File: src/rtl/mem_port_arbiter_if.sv
// mem_port_arbiter_if: fetch, data and backend signals around the shared memory port
// Ports (all in the interface):
//   fetch   : if_req, if_addr -> if_done, if_rdata, if_stall
//   data    : dm_req, dm_wr, dm_addr, dm_wdata -> dm_done, dm_rdata, dm_stall
//   backend : mem_en, mem_wr, mem_addr, mem_wdata <- mem_done, mem_rdata
//   status  : err (sticky timeout)
// slave is the arbiter's view, master is the surrounding pipeline/backend view.
interface mem_port_arbiter_if;
    logic        if_req;
    logic [15:0] if_addr;
    logic        if_done;
    logic [15:0] if_rdata;
    logic        if_stall;
    logic        dm_req;
    logic        dm_wr;
    logic [15:0] dm_addr;
    logic [15:0] dm_wdata;
    logic        dm_done;
    logic [15:0] dm_rdata;
    logic        dm_stall;
    logic        mem_en;
    logic        mem_wr;
    logic [15:0] mem_addr;
    logic [15:0] mem_wdata;
    logic        mem_done;
    logic [15:0] mem_rdata;
    logic        err;
    modport slave (
        input  if_req, if_addr, dm_req, dm_wr, dm_addr, dm_wdata, mem_done, mem_rdata,
        output if_done, if_rdata, if_stall, dm_done, dm_rdata, dm_stall,
               mem_en, mem_wr, mem_addr, mem_wdata, err
    );
    modport master (
        output if_req, if_addr, dm_req, dm_wr, dm_addr, dm_wdata, mem_done, mem_rdata,
        input  if_done, if_rdata, if_stall, dm_done, dm_rdata, dm_stall,
               mem_en, mem_wr, mem_addr, mem_wdata, err
    );
endinterface

File: src/rtl/mem_port_arbiter.sv
// mem_port_arbiter: shares one multi-cycle memory port between fetch and data accesses
// Ports:
//   clk, rst : clock, synchronous active-high reset
//   bus      : mem_port_arbiter_if.slave carrying requester handshakes, backend
//              command/response and the sticky timeout flag err
// Parameter TIMEOUT: WAIT cycles allowed before an access is aborted (2..255).
module mem_port_arbiter #(
    parameter int TIMEOUT = 64
) (
    input logic clk,
    input logic rst,
    mem_port_arbiter_if.slave bus
);
    typedef enum logic [1:0] {IDLE, ISSUE, WAIT, RESP} state_t;
    state_t     state, state_n;
    logic       owner_d;
    logic [7:0] cnt;
    logic       grant_d, grant_i, finish, expire, close;

    always_ff @(posedge clk)
        state <= rst ? IDLE : state_n;

    always_comb
        state_n = (state == IDLE)  ? ((bus.dm_req || bus.if_req) ? ISSUE : IDLE) :
                  (state == ISSUE) ? WAIT :
                  (state == WAIT)  ? (close ? RESP : WAIT) : IDLE;

    // data wins simultaneous requests; a completion in the last WAIT cycle beats the timeout
    always_comb begin
        grant_d = state == IDLE && bus.dm_req;
        grant_i = state == IDLE && !bus.dm_req && bus.if_req;
        finish  = state == WAIT && bus.mem_done;
        expire  = state == WAIT && !bus.mem_done && cnt == 8'(TIMEOUT - 1);
        close   = finish || expire;
    end

    assign bus.if_stall = bus.if_req && !bus.if_done;
    assign bus.dm_stall = bus.dm_req && !bus.dm_done;

    always_ff @(posedge clk) begin
        if (rst) begin
            owner_d       <= 1'b0;
            cnt           <= 8'd0;
            bus.mem_en    <= 1'b0;
            bus.mem_wr    <= 1'b0;
            bus.mem_addr  <= 16'h0;
            bus.mem_wdata <= 16'h0;
            bus.if_done   <= 1'b0;
            bus.dm_done   <= 1'b0;
            bus.if_rdata  <= 16'h0;
            bus.dm_rdata  <= 16'h0;
            bus.err       <= 1'b0;
        end else begin
            bus.mem_en <= grant_d || grant_i;
            if (grant_d) begin
                owner_d       <= 1'b1;
                bus.mem_addr  <= bus.dm_addr;
                bus.mem_wr    <= bus.dm_wr;
                bus.mem_wdata <= bus.dm_wdata;
            end else if (grant_i) begin
                owner_d       <= 1'b0;
                bus.mem_addr  <= bus.if_addr;
                bus.mem_wr    <= 1'b0;
                bus.mem_wdata <= 16'h0;
            end
            cnt         <= (state == WAIT) ? cnt + 8'd1 : 8'd0;
            bus.dm_done <= close && owner_d;
            bus.if_done <= close && !owner_d;
            if (close && owner_d)
                bus.dm_rdata <= finish ? bus.mem_rdata : 16'h0;
            if (close && !owner_d)
                bus.if_rdata <= finish ? bus.mem_rdata : 16'h0;
            bus.err <= bus.err || expire;
        end
    end
endmodule
File: src/flat_wrapper.sv
// flat-port wrapper written by rule: the top's interface ports become plain ports
module mem_port_arbiter_flat 
#(
    parameter int TIMEOUT = 64
)
  (clk, rst, bus_if_req, bus_if_addr, bus_dm_req, bus_dm_wr, bus_dm_addr, bus_dm_wdata, bus_mem_done, bus_mem_rdata, bus_if_done, bus_if_rdata, bus_if_stall, bus_dm_done, bus_dm_rdata, bus_dm_stall, bus_mem_en, bus_mem_wr, bus_mem_addr, bus_mem_wdata, bus_err);
  mem_port_arbiter_if bus_i ();
  input logic clk;
  input logic rst;
  input wire logic [$bits(bus_i.if_req)-1:0] bus_if_req;
  input wire logic [$bits(bus_i.if_addr)-1:0] bus_if_addr;
  input wire logic [$bits(bus_i.dm_req)-1:0] bus_dm_req;
  input wire logic [$bits(bus_i.dm_wr)-1:0] bus_dm_wr;
  input wire logic [$bits(bus_i.dm_addr)-1:0] bus_dm_addr;
  input wire logic [$bits(bus_i.dm_wdata)-1:0] bus_dm_wdata;
  input wire logic [$bits(bus_i.mem_done)-1:0] bus_mem_done;
  input wire logic [$bits(bus_i.mem_rdata)-1:0] bus_mem_rdata;
  output wire logic [$bits(bus_i.if_done)-1:0] bus_if_done;
  output wire logic [$bits(bus_i.if_rdata)-1:0] bus_if_rdata;
  output wire logic [$bits(bus_i.if_stall)-1:0] bus_if_stall;
  output wire logic [$bits(bus_i.dm_done)-1:0] bus_dm_done;
  output wire logic [$bits(bus_i.dm_rdata)-1:0] bus_dm_rdata;
  output wire logic [$bits(bus_i.dm_stall)-1:0] bus_dm_stall;
  output wire logic [$bits(bus_i.mem_en)-1:0] bus_mem_en;
  output wire logic [$bits(bus_i.mem_wr)-1:0] bus_mem_wr;
  output wire logic [$bits(bus_i.mem_addr)-1:0] bus_mem_addr;
  output wire logic [$bits(bus_i.mem_wdata)-1:0] bus_mem_wdata;
  output wire logic [$bits(bus_i.err)-1:0] bus_err;
  assign bus_i.if_req = bus_if_req;
  assign bus_i.if_addr = bus_if_addr;
  assign bus_i.dm_req = bus_dm_req;
  assign bus_i.dm_wr = bus_dm_wr;
  assign bus_i.dm_addr = bus_dm_addr;
  assign bus_i.dm_wdata = bus_dm_wdata;
  assign bus_i.mem_done = bus_mem_done;
  assign bus_i.mem_rdata = bus_mem_rdata;
  assign bus_if_done = bus_i.if_done;
  assign bus_if_rdata = bus_i.if_rdata;
  assign bus_if_stall = bus_i.if_stall;
  assign bus_dm_done = bus_i.dm_done;
  assign bus_dm_rdata = bus_i.dm_rdata;
  assign bus_dm_stall = bus_i.dm_stall;
  assign bus_mem_en = bus_i.mem_en;
  assign bus_mem_wr = bus_i.mem_wr;
  assign bus_mem_addr = bus_i.mem_addr;
  assign bus_mem_wdata = bus_i.mem_wdata;
  assign bus_err = bus_i.err;
  mem_port_arbiter #(.TIMEOUT(TIMEOUT)) u_core (.clk(clk), .rst(rst), .bus(bus_i));
endmodule
File: config.mk
export PLATFORM = sky130hd
export DESIGN_NAME = mem_port_arbiter_flat
export DESIGN_NICKNAME = d
export VERILOG_FILES = /design/src/rtl/mem_port_arbiter_if.sv /design/src/rtl/mem_port_arbiter.sv /design/src/flat_wrapper.sv
export SDC_FILE = /design/constraint.sdc
export NUM_CORES = 1
export LEC_CHECK = 0
export CAP_MARGIN = 10
export CELL_PAD_IN_SITES_DETAIL_PLACEMENT = 0
export CELL_PAD_IN_SITES_GLOBAL_PLACEMENT = 2
export CORE_MARGIN = 1.5
export CORE_UTILIZATION = 24
export DETAILED_ROUTE_END_ITERATION = 8
export HOLD_SLACK_MARGIN = 0.03
export PLACE_DENSITY_LB_ADDON = 0.1
export SETUP_SLACK_MARGIN = 0.2
export SLEW_MARGIN = 20
export SYNTH_ARGS = -nofsm -noshare
export SYNTH_HDL_FRONTEND = slang
export SYNTH_SLANG_ARGS = --single-unit
File: constraint.sdc
create_clock -name clk -period 1.7 [get_ports clk]
set_input_delay 0.17 -clock clk [delete_from_list [all_inputs] [get_ports clk]]
set_output_delay 0.17 -clock clk [all_outputs]
set_load 0.05 [all_outputs]
==> flow_summary.toml <==
[outcome]
status = "finished clean"

[logic_synthesis]
yosysUniqueCellTypes = 34
syn-num-nets = 437
yosys_warnings = 0
yosysTopAreaCell = "dfxtp_1"
ys_ff_latch = 80
synth_area_leaders = "dfxtp_1 (48%), o2bb2ai_1 (8.4%), a22oi_1 (7.4%)"
synthTopCellsByCount = "dfxtp_1 (80), nor2_1 (42), nor2b_1 (35)"
syn-instance-count = 363
ys_dominant_reg_cell = "dfxtp_1"
synth-edff-count = 0
seq_area_frac_synth = 0.478
yosysMostFrequentCell = "dfxtp_1"
syn_area_mm2 = 0.00335
synthArstFlopShare = 0
yosysTopAreaCellShare = 0.478
synth.avg_cell_area_um2 = 9.23

[clock_network]
numCtsBuffers = 9
htree_num_levels = 3
cts_buffer_depth = 2
clk_pin_slew_worst_paths_ns = 0.06
cts_tree = "yes"
hold_buffers = 0
clk_latency_ns = 0.34
clock-root-buffer = "clkbuf_16"
clock_sinks = 80

[timing]
fin_crit_ns = 1.48
slew_headroom = 0.570
holdWs_ns = 0.344
tightest_slew_ns = 0.645
fin_skew_ns = 0.00575
finalSetupTns_ns = 0
fmax_ghz = 0.674
setup_viol = 0
finalMaxSlewViolations = 0
hold_viol_final = 0
grt_setup_unrepaired = "yes"
period_share = 0.873

[cells_and_area]
stdcell_count = 688
drive_above_1_share = 0.165
nets = 578
fin_util = 0.400
fillers = 1457
area_growth_syn_to_layout_pct = 64.3
antenna_cells = 0

[floorplan]
dieHeight_um = 121
core_area_mm2 = 0.0138
rows = 43
start_util = 0.243
io_pins = 141
die_width_um = 121
dieArea_mm2 = 0.0147

[grt]
first_global_vias = 2987
antenna_found_initial = 0
grt_pass1_wl_mm = 15.8
grt.overflow.total = 0
grt_max_degree = 54
track_usage = 0.142

[critical_path]
crit_arrival_ns = 1.75
cpLargestDelayFamily = "buffers and inverters"
cp_cell_sequence = "inv_2 -> ha_4 -> and4bb_4 -> a211oi_4 -> buf_6 -> clkbuf_16 -> o2bb2ai_1"
crit_buf_inv = 3
rr_endpoint = "u_core.bus.dm_rdata[7]"
rrSetupSlack_ns = 0.22
critPathMaxStageDelay_ns = 0.33
path_class = "reg -> reg"
critical_path_depth = 7
crit_required_ns = 1.97
startpoint_type = "flop"
ff2ff_path_depth = 7
r2r-start = "u_core.state[0]"
cp_slowest_cell = "dfxtp_2"
worstPathMaxFanout = 8
end_kind = "flop"

[routing]
drt_iter0_drc = 158
drt_wl_total_mm = 10.5
wl_per_cell_um = 15.3
first_pass_iters = 6
remaining_drc_errors = 0
viasPerCell = 4.68
ant_nets = 0
vias = 3217

[job]
max_cap_viol_count = 0

[worst_hold_path]
holdPathEnd = "u_core.cnt[5]"
whs_path_depth = 3
worstHoldPathType = "in -> reg"
hp-start = "rst"

[power]
peakVddDrop_mv = 0.510
cellPowerDensity_mw_per_mm2 = 973
leakage_nw = 2.24

[placed_design]
place.gp.congestion = 0.692
hpwl_mm = 6.59
dp_cells = 661
port_buffers = 140
## worst max-delay path by stage
stage | from | to | slack (ns)
4_1_cts | u_core.state[1] | u_core.bus.mem_addr[0] | 0.15
3_5_place_dp | bus_dm_req | u_core.bus.mem_addr[0] | 0.06
3_3_place_gp | bus_if_req | u_core.bus.mem_addr[14] | 0.14
6_report | u_core.state[0] | u_core.bus.dm_rdata[7] | 0.22
2_1_floorplan | u_core.state[0] | u_core.bus.dm_rdata[0] | 0.21
5_1_grt | u_core.state[0] | u_core.bus.dm_rdata[1] | 0.17
## cell usage in the layout, fill, tap and decap left out, drive strengths merged, types with 17 or more instances in the layout
cell type,n
a211oi,17
a21oi,18
a22oi,33
a31oi,17
buf,45
clkdlybuf4s50,67
dfxtp,80
dlygate4sd2,49
nand2,20
nor2,42
nor2b,35
o2bb2ai,32
## state kept, by name (all words and copies together) (netlist names), 2 cells and up
register / cells
u_core.cnt: 8
u_core.bus.mem_addr: 16
u_core.bus.if_rdata: 16
u_core.state: 2
u_core.bus.dm_rdata: 16
u_core.bus.mem_wdata: 16
## worst min-delay path, delay by kind of cell
family / cells / cell delay (ns)
buffers and inverters: 1 / 0.14
AO/OA/AOI/OAI: 1 / 0.06
AND/OR/NAND/NOR: 1 / 0.26
## final cells by class
type	instances	area [um2]	share of cell area
Multi-Input combinational cell	245	1680	0.305
Timing Repair Buffer	164	1650	0.299
Sequential cell	80	1610	0.291
Clock buffer	12	246	0.0448
Tap cell	180	225	0.0409
Clock inverter	3	90.1	0.0164
Inverter	4	15.0	0.00273
## stage by stage
step           total power (W)  setup WS, ns  instance area [um2]
2_1_floorplan          0.00267         0.211                 3350
3_3_place_gp           0.00312         0.144                 4930
3_5_place_dp           0.00312        0.0611                 4930
4_1_cts                0.00540         0.154                 5330
5_1_grt                0.00561         0.168                 5510
6_report               0.00536         0.215                 5510
## power by group
group          internal (W)  switching [W]  leakage (nW)  total (W)
Combinational      0.000460       0.000662          1.42    0.00112
Sequential          0.00197      0.0000469         0.653    0.00201
Clock               0.00147       0.000754         0.163    0.00222
Total               0.00389        0.00146          2.24    0.00536
## timing repair
action,in CTS,in global routing
gates cloned,2,3
gates resized for setup,62,16
buffers inserted,5,2
pin swaps,0,3
hold endpoints to repair,0,0
endpoints found under the setup margin,97,52
## cells by family after synthesis
family	Yosys count	share of synthesized area
flip-flops	80	0.478
buffers and inverters	38	0.0549
AND/OR/NAND/NOR	113	0.168
AO/OA/AOI/OAI	125	0.276
XOR/XNOR	3	0.00784
adder cells (fa/ha/maj)	4	0.0149
## routing by layer
metal  track usage  vias to the layer above  wire length (um)
met4        0.0419                        0               124
met1         0.171                     1515              4580
met3        0.0625                        8               805
met5             0                        -                 0
met2         0.228                       97              4990
li1              -                     1597                 -
Power figures use the tool's default switching activity.
==> patch: new RTL, same settings <==
Re-encode `state_t` (4 states) as Gray code, 2 bits wide.
--- a/src/rtl/mem_port_arbiter.sv
+++ b/src/rtl/mem_port_arbiter.sv
@@ -13,3 +13,3 @@
 );
-    typedef enum logic [1:0] {IDLE, ISSUE, WAIT, RESP} state_t;
+    typedef enum logic [1:0] {IDLE = 2'b00, ISSUE = 2'b01, WAIT = 2'b11, RESP = 2'b10} state_t;
     state_t     state, state_n;
Behaviour: same outputs for any inputs over 10 cycles, from zero or initial values and one cycle with rst high; not proved beyond that.
==> patch against the original RTL <==
- routed wire length up 13%
- setup slack better by 0.060 ns
- power down 3.5%
- hold slack worse by 0.28 ns
- final area down 1.4%
- synthesized area up 3.5%
- critical path depth down 2
- first-iteration DRC count down 20%
- clock skew down 0.00060 ns
- sequential cell count unchanged
- critical path type unchanged
- critical endpoint is now u_core.bus.dm_rdata[6]
- largest cell class unchanged
==> patch: results (changes against the original RTL) <==
stage;metric;value;unit;change
grt;grt_pass1_wl;17640;um;+12%
setup_path;cp.arrival;1.68;ns;-0.07 ns
sta;holdWs;0.05911;ns;-0.2845 ns
synthesis;yosysUniqueCellTypes;39;;+15%
sta;clock_skew;0.005146;ns;-0.0006044 ns
route;met1_length;5273;um;+15%
grt;grt_use_met2;25.38;%;+2.6 points
route;first_pass_iters;4;;-2
run_status;status;complete, no violations;;
sta;max_slew.worst_pin.slew;0.5834;ns;-0.06193 ns
final_layout;drive_above_1_share;16.73;%;+0.20 points
pwr;p_seq_share;38.6;%;+1.0 points
grt;grt_pass1_vias;3239;;+8.4%
min_path;whs_path_depth;2;;-1
final_layout;fin_cells;700;;+1.7%
synthesis;syn-num-nets;456;;+4.3%
setup_path;crit_end;u_core.bus.dm_rdata[6];;
placement;dp_hpwl;7499;um;+14%
setup_path;reg2reg_slack;0.28;ns;+0.06 ns
setup_path;crit_path_start;u_core.cnt[0];;
placement;dp_worst_setup_slack;-0.04085;ns;-0.1020 ns
setup_path;path_delay_family;compound AO/OA/AOI/OAI gates;;
grt;met1_usage;18.67;%;+1.6 points
route;wl_met2;5486;um;+9.9%
setup_path;slowest_stage;dfxtp_1;;
synthesis;yosysSeqAreaShare;46.18;%;-1.6 points
setup_path;reg2reg_depth;5;;-2
grt;grt_usage;15.41;%;+1.2 points
route;vias;3454;;+7.4%
route;drt-initial-drc-count;126;;-20%
synthesis;synth-adder-area-share;0.3608;%;-1.1 points
setup_path;path_max_fanout;12;;+4
pwr;p_int;0.003756;W;-3.5%
pwr;p_leak;2.121;nW;-5.2%
route;wl_per_cell;16.96;um;+11%
synthesis;synth.area.top_cells;dfxtp_1 (46%), a31oi_1 (12%), a211oi_1 (6.9%);;
synthesis;synth_commonest_cells;dfxtp_1 (80), a31oi_1 (64), nand2_1 (49), a211oi_1 (32);;
pwr;max-vdd-ir-drop;0.4895;mV;-3.9%
synthesis;synth_cells;385;;+6.1%
synthesis;synthXorXnorAreaFrac;0.7576;%;-0.026 points
==> patch: changes by cell type after synthesis, moves of 16 or more <==
cell,before,now
nand2_1,20,49
nor2b_1,35,4
nand3_1,3,21
a22oi_1,33,0
a211oi_1,16,32
a31oi_1,17,64
nor2_1,42,23
o2bb2ai_1,32,0
==> patch: repair_timing <==
item	in CTS	in global routing
resized for setup	52	8
pin swaps	0	3
setup buffers	0	1
endpoints found under the setup margin	95	45
gates cloned	0	2
==> patch: stage by stage <==
stage	TNS [ns]	utilization [%]	instance area, um2	power, W
global route	0	38.82	5430	0.005389
detailed placement	-0.2794	36.10	5050	0.003040
finish	0	38.82	5430	0.005170
floorplan	0	-	3468	0.002598
CTS	0	38.21	5345	0.005214
global placement	0	36.10	5050	0.003036
==> patch: area by class of cell <==
type                       instances  area share (%)
sequential                        80           29.54
clock buffer                      14           5.046
inverter                           2          0.1382
clock inverter                     2           1.106
multi-input combinational        260           30.28
timing repair buffer             162           29.75
tap                              180           4.147
